[src/rtl/xcvr_link_pkg.sv]
// Shared types for the 10GBASE-R link recovery supervisor.
// The state encoding doubles as the link_state status register map.
package xcvr_link_pkg;

    localparam int RETRY_W = 4;
    localparam int STATE_W = 3;

    typedef enum logic [STATE_W-1:0] {
        ST_RST_ASSERT = 3'd0,
        ST_WAIT_READY = 3'd1,
        ST_WAIT_LOCK  = 3'd2,
        ST_LINK_UP    = 3'd3,
        ST_FAULT      = 3'd4
    } link_state_e;

    localparam logic [RETRY_W-1:0] RETRY_SAT = '1;

endpackage

[src/rtl/xcvr_bit_sync.sv]
// Two-flop synchroniser, asynchronously cleared to 0.
module xcvr_bit_sync (
    input  logic clk_i,
    input  logic rst_ni,
    input  logic d_i,
    output logic q_o
);

    logic meta_q;
    logic sync_q;

    always_ff @(posedge clk_i or negedge rst_ni) begin
        if (!rst_ni) begin
            meta_q <= 1'b0;
            sync_q <= 1'b0;
        end else begin
            meta_q <= d_i;
            sync_q <= meta_q;
        end
    end

    assign q_o = sync_q;

endmodule

[src/rtl/xcvr_link_recovery.sv]
// Link supervisor: sequences transceiver resets, qualifies block lock and
// declares link up; retries on timeout or lock loss, parks in FAULT after budget.
module xcvr_link_recovery
    import xcvr_link_pkg::*;
#(
    parameter int RESET_PULSE_CYCLES   = 16,
    parameter int READY_TIMEOUT_CYCLES = 1000000,
    parameter int LOCK_TIMEOUT_CYCLES  = 1000000,
    parameter int LOCK_STABLE_CYCLES   = 64,
    parameter int LOSS_FILTER_CYCLES   = 8,
    parameter int MAX_RETRIES          = 7,
    parameter int CNT_W                = 24
) (
    input  logic               clock,
    input  logic               reset_n,
    input  logic               force_reset,
    input  logic               tx_ready,
    input  logic               rx_ready,
    input  logic               rx_block_lock,
    output logic               xcvr_reset,
    output logic               mac_reset_n,
    output logic               link_up,
    output logic               fault,
    output logic [RETRY_W-1:0] retry_count,
    output logic [STATE_W-1:0] link_state
);

    localparam logic [CNT_W-1:0] PULSE_LAST = CNT_W'(RESET_PULSE_CYCLES - 1);
    localparam logic [CNT_W-1:0] READY_LAST = CNT_W'(READY_TIMEOUT_CYCLES - 1);
    localparam logic [CNT_W-1:0] LOCK_LAST  = CNT_W'(LOCK_TIMEOUT_CYCLES - 1);
    localparam logic [CNT_W-1:0] STABLE_N   = CNT_W'(LOCK_STABLE_CYCLES);
    localparam logic [CNT_W-1:0] LOSS_N     = CNT_W'(LOSS_FILTER_CYCLES);

    logic rst_n_s;
    logic lock_s;

    // Reset assertion is immediate; release is aligned to clock.
    xcvr_bit_sync u_rst_sync (
        .clk_i  (clock),
        .rst_ni (reset_n),
        .d_i    (1'b1),
        .q_o    (rst_n_s)
    );

    xcvr_bit_sync u_lock_sync (
        .clk_i  (clock),
        .rst_ni (reset_n),
        .d_i    (rx_block_lock),
        .q_o    (lock_s)
    );

    link_state_e        state_q, state_d;
    logic [CNT_W-1:0]   timer_q, timer_d;
    logic [CNT_W-1:0]   stable_q, stable_d;
    logic [CNT_W-1:0]   loss_q, loss_d;
    logic [RETRY_W-1:0] retry_q, retry_d, retry_inc;
    logic               xcvr_reset_q, link_up_q, fault_q;
    logic               ready, fail, budget_spent;

    assign ready        = tx_ready & rx_ready;
    assign retry_inc    = (retry_q == RETRY_SAT) ? retry_q : retry_q + 1'b1;
    assign budget_spent = (MAX_RETRIES != 0) && (int'(retry_inc) >= MAX_RETRIES);

    always_comb begin
        state_d  = state_q;
        timer_d  = timer_q + 1'b1;
        stable_d = '0;
        loss_d   = '0;
        retry_d  = retry_q;
        fail     = 1'b0;
        unique case (state_q)
            ST_RST_ASSERT: begin
                if (timer_q == PULSE_LAST) begin
                    state_d = ST_WAIT_READY;
                    timer_d = '0;
                end
            end
            ST_WAIT_READY: begin
                if (ready) begin
                    state_d = ST_WAIT_LOCK;
                    timer_d = '0;
                end else if (timer_q == READY_LAST) begin
                    fail = 1'b1;
                end
            end
            ST_WAIT_LOCK: begin
                // Stable completion is checked ahead of the timeout so it wins a tie.
                if (!ready) begin
                    fail = 1'b1;
                end else if (stable_q == STABLE_N) begin
                    state_d = ST_LINK_UP;
                    timer_d = '0;
                    retry_d = '0;
                end else if (timer_q == LOCK_LAST) begin
                    fail = 1'b1;
                end else begin
                    stable_d = lock_s ? stable_q + 1'b1 : '0;
                end
            end
            ST_LINK_UP: begin
                timer_d = '0;
                if (!ready || loss_q == LOSS_N) begin
                    fail = 1'b1;
                end else begin
                    loss_d = lock_s ? '0 : loss_q + 1'b1;
                end
            end
            ST_FAULT: begin
                timer_d = '0;
            end
            default: begin
                state_d = ST_RST_ASSERT;
                timer_d = '0;
            end
        endcase

        if (fail) begin
            retry_d = retry_inc;
            timer_d = '0;
            state_d = budget_spent ? ST_FAULT : ST_RST_ASSERT;
        end

        if (force_reset) begin
            state_d  = ST_RST_ASSERT;
            timer_d  = '0;
            stable_d = '0;
            loss_d   = '0;
            retry_d  = '0;
        end
    end

    always_ff @(posedge clock or negedge rst_n_s) begin
        if (!rst_n_s) begin
            state_q      <= ST_RST_ASSERT;
            timer_q      <= '0;
            stable_q     <= '0;
            loss_q       <= '0;
            retry_q      <= '0;
            xcvr_reset_q <= 1'b1;
            link_up_q    <= 1'b0;
            fault_q      <= 1'b0;
        end else begin
            state_q      <= state_d;
            timer_q      <= timer_d;
            stable_q     <= stable_d;
            loss_q       <= loss_d;
            retry_q      <= retry_d;
            xcvr_reset_q <= (state_d == ST_RST_ASSERT) || (state_d == ST_FAULT);
            link_up_q    <= (state_d == ST_LINK_UP);
            fault_q      <= (state_d == ST_FAULT);
        end
    end

    assign xcvr_reset  = xcvr_reset_q;
    assign mac_reset_n = link_up_q;
    assign link_up     = link_up_q;
    assign fault       = fault_q;
    assign retry_count = retry_q;
    assign link_state  = state_q;

endmodule

[config.mk]
export PLATFORM = sky130hd
export DESIGN_NAME = xcvr_link_recovery
export DESIGN_NICKNAME = d
export VERILOG_FILES = /design/src/rtl/xcvr_link_pkg.sv /design/src/rtl/xcvr_bit_sync.sv /design/src/rtl/xcvr_link_recovery.sv
export SDC_FILE = /design/constraint.sdc
export NUM_CORES = 1
export LEC_CHECK = 0
export ABC_AREA = 1
export BUFFER_PORTS_ARGS = -buffer_cell sky130_fd_sc_hd__buf_2
export CORE_UTILIZATION = 64
export CTS_BUF_LIST = sky130_fd_sc_hd__clkbuf_8
export CTS_CLUSTER_DIAMETER = 50
export DETAILED_ROUTE_END_ITERATION = 7
export HOLD_SLACK_MARGIN = 0.08
export PLACE_DENSITY_LB_ADDON = 0.25
export SETUP_SLACK_MARGIN = 0.02
export SLEW_MARGIN = 20
export SYNTH_ARGS = -nofsm -noshare
export SYNTH_HDL_FRONTEND = slang
export SYNTH_SLANG_ARGS = --single-unit
[constraint.sdc]
create_clock -name clock -period 3 [get_ports clock]
set_input_delay 0.75 -clock clock [delete_from_list [all_inputs] [get_ports clock]]
set_output_delay 0.75 -clock clock [all_outputs]
set_load 0.05 [all_outputs]
# [After elaboration in Yosys (flattened, before gate mapping)]
# Cells that the tools add are included.
[totals] reg_bits=86 inputBits=6 out_inout_bits=11 wordCells=76
[op_classes] add_sub_neg=4 magnitude_cmp=1 eq_ne=11 mux=37 bitwise=1 n_reduce_logical=10
[op_table] operator="$mux W24" n=16
[op_table] operator="$add A24 B1 Y24 const B" n=3
[op_table] operator="$pmux W24 S3" n=1
[op_table] operator="$eq A24 B4 Y1 const B" n=2
[op_table] operator="$eq A24 B20 Y1 const B" n=1
[op_table] operator="$eq A24 B7 Y1 const B" n=1
[op_table] operator="$mux W4" n=6
[op_table] operator="$mux W3" n=7
[op_table] operator="$pmux W3 S4" n=1
[op_table] operator="$eq A3 B2 Y1 const B" n=3
[op_table] operator="$reduce_bool A3 Y1" n=3
[op_table] operator="$eq A3 B3 Y1 const B" n=2
[op_table] operator="$logic_not A3 Y1" n=2
[op_table] operator="$mux W1" n=5
[op_table] operator="$add A4 B1 Y4 const B" n=1
[op_table] operator="$eq A4 B4 Y1 const B" n=1
[op_table] operator="$ge A4 B3 Y1 const B" n=1
[op_table] operator="$eq A3 B1 Y1 const B" n=1
[op_table] operator="$pmux W1 S3" n=1
[op_table] operator="$reduce_and A3 Y1" n=1
[op_table] operator="$logic_or A1 B1 Y1" n=2
[op_table] operator="$reduce_or A2 Y1" n=1
[op_table] operator="$and A1 B1 Y1" n=1
[op_table] operator="$logic_not A1 Y1" n=1

# [Depth between registers and ports, before layout]
# Gate-level depths: netlist of the first run.
[depth] word_depth=9 depth_mapped=12 depth_no_buf=12

# [By module]
# Synthesis of the first run repeated with hierarchy kept, for this count alone.
[hier_totals] hier_cells=645 hier_area_um2=4893.4
[by_module_without_submodules] module="xcvr_link_recovery" n_inst=1 cells_per_inst=641 area_per_inst_um2=4793.3 seq_area_each_um2=2053.2
[by_module_without_submodules] module="xcvr_bit_sync" n_inst=2 cells_per_inst=2 area_per_inst_um2=50.0 seq_area_each_um2=50.0

# [Worst setup path before layout of the first run]
# Ideal clock, no wire load.
[synth_path] path_kind="reg2reg" start="register state_q[1], in the netlist link_state[1]" end="register stable_q[17]" arrival_ns=1.690 required_time_ns=2.923 slack_ns=1.233 stages_incl_launch_ff=12 n_path_buf=1 cell_sequence="dfrtp_1 -> inv_1 -> nor2_1 -> nand2_1 -> inv_1 -> nand2_1 -> nor3_2 -> nand3_1 -> inv_2 -> buf_4 -> o21ai_0 -> a21oi_1"
[synth_via] elab_chain_cells=3
[synth_lines] element="start, declared" line_no="xcvr_link_recovery.sv:52" source="link_state_e state_q, state_d;"
[synth_lines] element="start signal, assigned" line_no="xcvr_link_recovery.sv:143" source="state_q <= state_d;"
[synth_lines] element="$eq A3 B2 Y1" line_no="xcvr_link_recovery.sv:71" source="unique case (state_q)"
[synth_lines] element="$mux W24" line_no="xcvr_link_recovery.sv:71"
[synth_lines] element="$mux W24" line_no="xcvr_link_recovery.sv:123" source="if (force_reset) begin"
[synth_lines] element="net stable_d[17]" line_no="xcvr_link_recovery.sv:54" source="logic [CNT_W-1:0] stable_q, stable_d;"
[synth_lines] element="end signal, assigned" line_no="xcvr_link_recovery.sv:145" source="stable_q <= stable_d;"
[synth_lines] element="end, declared" line_no="xcvr_link_recovery.sv:54"
# The timed path passes the listed nets, and every way through them passes these cells.
# A chain may end at the register's enable or synchronous reset.

# [Worst setup path after layout of the first run]
[layout_path] start="register loss_q[0]" end="register loss_q[13]"
[layout_via] elab_chain_cells=5 word_cells_on_any_way=7
[layout_lines] element="start, declared" line_no="xcvr_link_recovery.sv:55" source="logic [CNT_W-1:0] loss_q, loss_d;"
[layout_lines] element="start signal, assigned" line_no="xcvr_link_recovery.sv:146" source="loss_q <= loss_d;"
[layout_lines] element="$add A24 B1 Y24 or $eq A24 B4 Y1 (tied branches)" line_no="xcvr_link_recovery.sv:105, xcvr_link_recovery.sv:102"
[layout_lines] element="$mux W24 or $logic_or A1 B1 Y1 (tied branches)" line_no="xcvr_link_recovery.sv:105, xcvr_link_recovery.sv:102"
[layout_lines] element="$mux W24 (*)" line_no="xcvr_link_recovery.sv:102" source="if (!ready || loss_q == LOSS_N) begin"
[layout_lines] element="$mux W24 (*)" line_no="xcvr_link_recovery.sv:71"
[layout_lines] element="$mux W24 (*)" line_no="xcvr_link_recovery.sv:123"
[layout_lines] element="net loss_d[13]" line_no="xcvr_link_recovery.sv:55"
# Mark *: on every way through the listed nets, which the timed path passes. The rest lies on a longest branch.

==> impl_metrics.toml, run 1 <==
[worst_setup_path]
timing.critical_path.buf_inv = 3
worst_path_dominant_cell_family = "buffers and inverters"
startpoint = "loss_q[0]"
critical_path.max_fanout = 14
critPathArrivalTime_ns = 2.30
rr_endpoint = "loss_q[13]"
register_to_register_path_depth = 11
critical_path.cell_chain = "inv_1 -> ha_1 -> nand4_1 -> nor2_1 -> nand3_1 -> nand2_1 -> inv_1 -> nand2_1 -> inv_1 -> o21ai_0 -> a21oi_1"
critical_path_class = "register to register"
cp.depth = 11
cp.required_ns = 3.28
end_kind = "register"
worst_path_largest_cell_delay_ns = 0.40
path_common_cell = "sky130_fd_sc_hd__inv_1"
timing.critical_path.from_type = "register"
critical-path-slowest-cell = "sky130_fd_sc_hd__inv_1"
timing.rr.start = "loss_q[0]"
rrSetupSlack_ns = 0.98
timing.critical_path.to = "loss_q[13]"

[layout]
final_common_cell = "sky130_fd_sc_hd__nor2_1"
num-nets-final = 624
syn2layout_area_growth_pct = 7.89
antenna_cells_inserted = 0
mostFrequentLayoutCells = "114 x sky130_fd_sc_hd__nor2_1, 92 x sky130_fd_sc_hd__nand2_1, 84 x sky130_fd_sc_hd__dfrtp_1"
design_area_sq_um = 5010
drive_gt1_share_pct = 12.0

[route]
post_drt_via_cell_ratio = 5.35
drc_errors = 0
detail_route.first_pass.iterations = 5
drt_iter0_markers = 213
totalWireLength_um = 9030
antenna_left = 0
vias = 3813
wl_per_cell_um = 12.7

[timing]
slew_headroom_pct = 61.9
achievable-frequency_ghz = 0.494
final-setup-viol-count = 0
fin_worst_skew_ns = 0.0148
slew_at_the_pin_closest_to_its_max_slew_limit_ns = 0.566
timing.hold.ws_ns = 0.192
period_share_pct = 67.5
setup_tns_ns = 0
timing.final.hold_violations = 0
slew_viol_final = 0
period_minus_slack_ns = 2.02
grt_setup_unrepaired = "no"

[power]
p_per_area_nw_per_um2 = 395
leakage_power_figure_nw = 2.33
power.ir.vdd_worst_uv = 278

[placed_design]
dp_hpwl_um = 6500
place.port_buffers = 16
placed_area_sq_um = 4810
place.gp.congestion = 0.860

[synthesis]
yosys_register_bits = 86
yosys-top-cells-area = "sky130_fd_sc_hd__dfrtp_1 46%, sky130_fd_sc_hd__nor2_1 9.2%, sky130_fd_sc_hd__nand2_1 7.4%"
yosysUniqueCellTypes = 42
synth_enable_flop_cells = 0
synth_seq_area_share_pct = 46.4
biggest_area_consumer_among_synthesized_cells = "sky130_fd_sc_hd__dfrtp_1"
synth.yosys.warnings = 0
yosysTopAreaCellShare_pct = 45.8
syn_inst = 590
postSynthNetCount = 602
syn_avg_cell_area_sq_um = 7.87
async_set_or_reset_flop_fraction_in_the_synthesized_netlist_pct = 100
synth.cell_area_sq_um = 4650
synth_ff_type = "sky130_fd_sc_hd__dfrtp_1"

[flow_run]
maxCapViolations = 0

[cts]
cts.repair.resized = 0
cts.clk_slew.worst_paths_ns = 0.08
tritoncts_clock_tree = "done"
clock-root-buffer = "sky130_fd_sc_hd__clkbuf_8"
cts.path.max_buffers = 2
cts.repair_timing.setup_buffer_count = 0
cts_made_buffers = 9
cts_hold_buffers = 0
depth_of_the_cts_h_tree = 3
clock_sinks = 86
clkLatencyLatePin_ns = 0.36

[hold_path]
min_path_type = "input pin to asynchronous set/reset pin"

[floorplan]
ios = 17
die_area_sq_um = 7600
initial_core_util_pct = 67.3
floorplan.die.width_um = 87.2
placement_rows = 30
die_h_um = 87.2
core_sq_um = 6910

[global_route]
grt_pass1_wl_um = 15900
gr-usage-all-layers_pct = 26.9
grt_remaining_overflow = 0
routing_layer_with_the_top_usage_in_global_route = "met2"
globalRouteMet1Util_pct = 34.3
grt_max_degree = 83
grt_antenna_before_repair = 0
grt_pass1_vias = 3694
met2_usage_pct = 44.5
grt.met3_usage_pct = 5.21

[status]
run_status = "finished clean"
## worst min path at each step
| stage | startpoint | end | slack, ns | depth (start not counted) |
|---|---|---|---|---|
| 5_1_grt | reset_n | u_rst_sync.q_o | 0.18 | 1 |
| 3_5_place_dp | u_lock_sync.meta_q | u_lock_sync.q_o | 0.34 | 0 |
| 3_3_place_gp | u_lock_sync.meta_q | u_lock_sync.q_o | 0.34 | 0 |
| 2_1_floorplan | u_lock_sync.meta_q | u_lock_sync.q_o | 0.33 | 0 |
| 6_report | reset_n | u_rst_sync.meta_q | 0.19 | 1 |
| 4_1_cts | reset_n | u_rst_sync.q_o | 0.18 | 1 |
## power breakdown
group          switching, mW  internal (mW)
Sequential            0.0146           1.16
Combinational         0.0252         0.0110
Clock                  0.403          0.363
Total                  0.443           1.54
## cells in the mapped netlist (6+ instances only)
master                    number
sky130_fd_sc_hd__a21oi_1      25
sky130_fd_sc_hd__nor3_2        6
sky130_fd_sc_hd__ha_1          6
sky130_fd_sc_hd__inv_1        79
sky130_fd_sc_hd__xor2_1       14
sky130_fd_sc_hd__dfrtp_1      85
sky130_fd_sc_hd__nor2_2        7
sky130_fd_sc_hd__nor2_1      114
sky130_fd_sc_hd__nand2_1      92
sky130_fd_sc_hd__nand3_1      38
sky130_fd_sc_hd__o21ai_0      26
sky130_fd_sc_hd__nor3_1       18
sky130_fd_sc_hd__xnor2_1       7
sky130_fd_sc_hd__nand4_1      14
## layout make-up
cell class / count / area, sq um
flip-flops and latches: 86 / 2160
multi-input cells: 411 / 2120
fillers: 560 / 1890
inverters: 86 / 325
clock buffers: 12 / 165
well taps: 96 / 120
repair buffers: 18 / 108
clock inverters: 4 / 21.3
## registers in the layout, indices dropped and copies added (netlist names)
name / flops
fault: 1
timer_q: 24
loss_q: 24
retry_count: 4
link_up: 1
link_state: 3
u_lock_sync.meta_q: 1
u_rst_sync.meta_q: 1
u_lock_sync.q_o: 1
stable_q: 24
u_rst_sync.q_o: 1
xcvr_reset: 1
## stage by stage
| stage | setup WS (ns) | util, % | power, mW | std cells |
|---|---|---|---|---|
| after global placement | 0.884 | 69.6 | 1.24 | 696 |
| after detailed placement | 0.775 | 69.6 | 1.24 | 696 |
| after floorplan | 0.489 | - | 1.22 | 590 |
| final | 0.976 | 72.6 | 1.98 | 713 |
| after global routing | 0.754 | 72.6 | 2.06 | 713 |
| after CTS | 0.971 | 72.3 | 2.00 | 712 |
## logic make-up after synthesis
| group | after synthesis | share of synthesized area (%) |
|---|---|---|
| AOI/OAI and AO/OA | 69 | 8.05 |
| xor gates and xnor gates | 21 | 3.96 |
| adders and majority gates | 6 | 1.62 |
| buffers and inverters | 93 | 8.11 |
| DFF | 86 | 46.4 |
| other | 1 | 0.0807 |
| and+or+nand+nor | 314 | 31.8 |
## routing by layer
metal / up-vias / wire (um) / share of wire, %
met5: - / 0 / 0
met1: 1777 / 4100 / 45
met4: 0 / 261 / 2.9
li1: 1930 / - / -
met2: 78 / 4350 / 48
met3: 28 / 324 / 3.6
## worst reg2reg max path, cell delays in order, from the launching register on
cell and delay [ns]:
sky130_fd_sc_hd__dfrtp_1 0.37, sky130_fd_sc_hd__inv_1 0.09, sky130_fd_sc_hd__ha_1 0.20, sky130_fd_sc_hd__nand4_1 0.08, sky130_fd_sc_hd__nor2_1 0.04, sky130_fd_sc_hd__nand3_1 0.10, sky130_fd_sc_hd__nand2_1 0.08, sky130_fd_sc_hd__inv_1 0.06
sky130_fd_sc_hd__nand2_1 0.21, sky130_fd_sc_hd__inv_1 0.40, sky130_fd_sc_hd__o21ai_0 0.17, sky130_fd_sc_hd__a21oi_1 0.15
(Power assumes the default switching activity.)
==> run 2, diff against run 1 <==
--- a/config.mk
+++ b/config.mk
@@ -5,9 +5,9 @@
 export SDC_FILE = /design/constraint.sdc
 export NUM_CORES = 1
 export LEC_CHECK = 0
-export ABC_AREA = 1
+export ABC_AREA = 0
 export BUFFER_PORTS_ARGS = -buffer_cell sky130_fd_sc_hd__buf_2
-export CORE_UTILIZATION = 64
+export CORE_UTILIZATION = 58
 export CTS_BUF_LIST = sky130_fd_sc_hd__clkbuf_8
 export CTS_CLUSTER_DIAMETER = 50
 export DETAILED_ROUTE_END_ITERATION = 7
==> constraint.sdc (replaced) <==
create_clock -name clock -period 1.7 [get_ports clock]
set_input_delay 0.425 -clock clock [delete_from_list [all_inputs] [get_ports clock]]
set_output_delay 0.425 -clock clock [all_outputs]
set_load 0.05 [all_outputs]
==> run 2 against run 1 <==
Net effect: the flow now finishes with violations (negative setup slack); synthesized cell count decreased by 21%; hold slack worse by 0.033 ns; power up 88%; highest routed layer unchanged.
==> impl_metrics.toml, run 2 <==
[status]
run_status = "finished, violations left"
violated_checks = "negative setup slack"

[flow_run]
maxCapViolations = 0

[cts]
tritoncts_clock_tree = "done"
depth_of_the_cts_h_tree = 3
clkLatencyLatePin_ns = 0.37
cts.path.max_buffers = 2
cts.clk_slew.worst_paths_ns = 0.09
cts_made_buffers = 9
clock-root-buffer = "sky130_fd_sc_hd__clkbuf_8"
clock_sinks = 86

[hold_path]
hold_path_depth = 1
hold_start = "rx_block_lock"
min_path_type = "input pin to register"
worst_hold_path.endpoint = "u_lock_sync.meta_q"

[floorplan]
die_area_sq_um = 7920
die_h_um = 89.0
placement_rows = 31
floorplan.die.width_um = 89.0
ios = 17
core_sq_um = 7290
initial_core_util_pct = 60.2

[placed_design]
place.port_buffers = 16
placed_cells_incl_taps = 689
dp_hpwl_um = 7470
place.gp.congestion = 0.896

[route]
drc_errors = 0
totalWireLength_um = 13600
vias = 4294
drt_iter0_markers = 273
wl_per_cell_um = 18.8
post_drt_via_cell_ratio = 5.95
detail_route.first_pass.iterations = 5
antenna_left = 0

[global_route]
grt_antenna_before_repair = 0
gr-usage-all-layers_pct = 32.0
grt.met3_usage_pct = 7.48
globalRouteMet1Util_pct = 37.1
grt_max_degree = 48
grt_remaining_overflow = 0
grt_pass1_wl_um = 19000
met2_usage_pct = 56.1
grt_pass1_vias = 4124
routing_layer_with_the_top_usage_in_global_route = "met2"

[synthesis]
synth_enable_flop_cells = 0
synth_ff_type = "sky130_fd_sc_hd__dfrtp_1"
yosys_register_bits = 86
postSynthNetCount = 481
synth_area_in_compound_gates_pct = 5.53
post_synth_and_or_nand_nor_area_fraction_pct = 28.4
yosysTopAreaCellShare_pct = 48.4
post_synth_adder_cell_area_pct = 1.71
yosys-top-cells-count = "93 x sky130_fd_sc_hd__nor2_1, 85 x sky130_fd_sc_hd__dfrtp_1, 47 x sky130_fd_sc_hd__nand2_1"
syn_avg_cell_area_sq_um = 9.36
synth.cell_area_sq_um = 4390
synth_mux_area_share_pct = 0
yosysUniqueCellTypes = 43
synthXorXnorAreaFrac_pct = 12.8
biggest_area_consumer_among_synthesized_cells = "sky130_fd_sc_hd__dfrtp_1"
post-synth-top-count-cell = "sky130_fd_sc_hd__nor2_1"
synth.yosys.warnings = 0
combinational_family_with_the_most_area_after_synthesis = "simple AND/OR/NAND/NOR gates"
yosys-top-cells-area = "sky130_fd_sc_hd__dfrtp_1 48%, sky130_fd_sc_hd__nor2_1 7.9%, sky130_fd_sc_hd__xor2_1 6.6%"
syn_inst = 469
async_set_or_reset_flop_fraction_in_the_synthesized_netlist_pct = 100
synth_seq_area_share_pct = 49.0

[worst_setup_path]
critPathArrivalTime_ns = 2.58
critical_path_class = "register to register"
rrSetupSlack_ns = -0.62
cp.required_ns = 1.96
register_to_register_path_depth = 6
end_kind = "register"
critical_path.max_fanout = 3
rr_endpoint = "link_state[1]"
timing.rr.start = "loss_q[19]"
timing.critical_path.from_type = "register"

[layout]
antenna_cells_inserted = 0
syn2layout_area_growth_pct = 44.0
top_regs = "loss_q x24, stable_q x24, timer_q x24"
mostFrequentLayoutCells = "121 x sky130_fd_sc_hd__buf_4, 80 x sky130_fd_sc_hd__dfrtp_1, 62 x sky130_fd_sc_hd__nor2_1"
drive_gt1_share_pct = 39.2
final_common_cell = "sky130_fd_sc_hd__buf_4"
num-nets-final = 630
final_cells = 722

[timing]
period_share_pct = 136
fin_worst_skew_ns = 0.0116
period_minus_slack_ns = 2.32
achievable-frequency_ghz = 0.432
slew_viol_final = 0
finalWorstSetupSlack_ns = -0.616
timing.hold.ws_ns = 0.158
final-setup-viol-count = 82
slew_headroom_pct = 59.5
slew_at_the_pin_closest_to_its_max_slew_limit_ns = 0.602
timing.final.hold_violations = 0
grt_setup_unrepaired = "yes"

[power]
p_per_area_nw_per_um2 = 588
design_power_total_mw = 3.72
leakage_power_figure_nw = 2.78
power.ir.vdd_worst_uv = 504
==> run 2: cell count changes after synthesis, sizes merged, moves of 7 or more <==
cell,previous run,this run
a21oi,25,8
and3,1,14
and4,0,7
clkbuf,1,10
inv,83,14
nand2,98,48
nand3,43,21
nor2,125,93
nor3,25,10
nor4,3,18
o21ai,31,8
xnor2,7,31
xor2,14,33
==> run 2: logic make-up (layout without fill, tap and decap cells) <==
family,after synthesis,after routing
other,1,1
adder cells (fa/ha/maj),6,6
XOR/XNOR,64,64
flip-flops,86,86
AND/OR/NAND/NOR,253,253
AO/OA/AOI/OAI,32,32
buffers and inverters,27,181
==> run 2: cell type report <==
type                       instances  area (sq um)
timing repair buffer             151          1250
tap                               99           124
fill                             386           967
inverter                          14          52.6
sequential                        86          2160
clock inverter                     5          50.0
clock buffer                      11           151
multi-input combinational        356          2530
==> run 2: worst max-delay path: stages, from the launching register on <==
cell and delay (ns):
sky130_fd_sc_hd__dfrtp_1 0.41, sky130_fd_sc_hd__nor4_1 0.57, sky130_fd_sc_hd__nand4_1 0.29, sky130_fd_sc_hd__or2_4 0.35, sky130_fd_sc_hd__a21oi_1 0.23, sky130_fd_sc_hd__o21ai_0 0.17
sky130_fd_sc_hd__and2_4 0.19
==> run 2: where the power goes <==
group | internal (mW) | switching, mW | leakage, nW | total, mW
clock network | 0.747 | 0.745 | 0.108 | 1.49
logic | 0.0631 | 0.0921 | 1.50 | 0.155
registers | 2.05 | 0.0165 | 1.18 | 2.07
==> run 2: worst max path at each step <==
stage | from | endpoint | slack, ns | cells after the start
floorplan | timer_q[18] | fault | -0.29 | 6
global placement | timer_q[20] | link_state[2] | -0.38 | 7
detailed placement | timer_q[20] | link_state[2] | -0.50 | 7
CTS | timer_q[20] | link_state[2] | -0.46 | 7
global route | loss_q[19] | retry_count[2] | -0.63 | 6
finish | loss_q[19] | link_state[1] | -0.62 | 6
==> run 2: repair_timing <==
| action | in CTS | in global routing |
|---|---|---|
| buffers inserted | 4 | 9 |
| setup endpoints to repair | 81 | 82 |
| hold buffers | 1 | 0 |
| hold endpoints to repair | 4 | 0 |
| gates resized for setup | 22 | 72 |
| pin swaps | 9 | 33 |
| gates cloned | 3 | 3 |
==> run 2: per-stage QoR <==
step	setup TNS [ns]	worst slack (ns)	util (%)	instance area (sq um)
after CTS	-18.00	-0.457	81.8	5960
final	-32.68	-0.616	86.7	6320
after global routing	-36.84	-0.631	86.7	6320
after floorplan	-8.78	-0.293	-	4460
after global placement	-16.91	-0.381	75.8	5520
after detailed placement	-21.74	-0.504	75.8	5520
==> run 2: metal layers <==
layer / vias to the layer above / share of wire [%]
li1: 1907 / -
met1: 2070 / 36
met2: 234 / 52
met3: 83 / 7.0
met4: 0 / 5.5
met5: - / 0
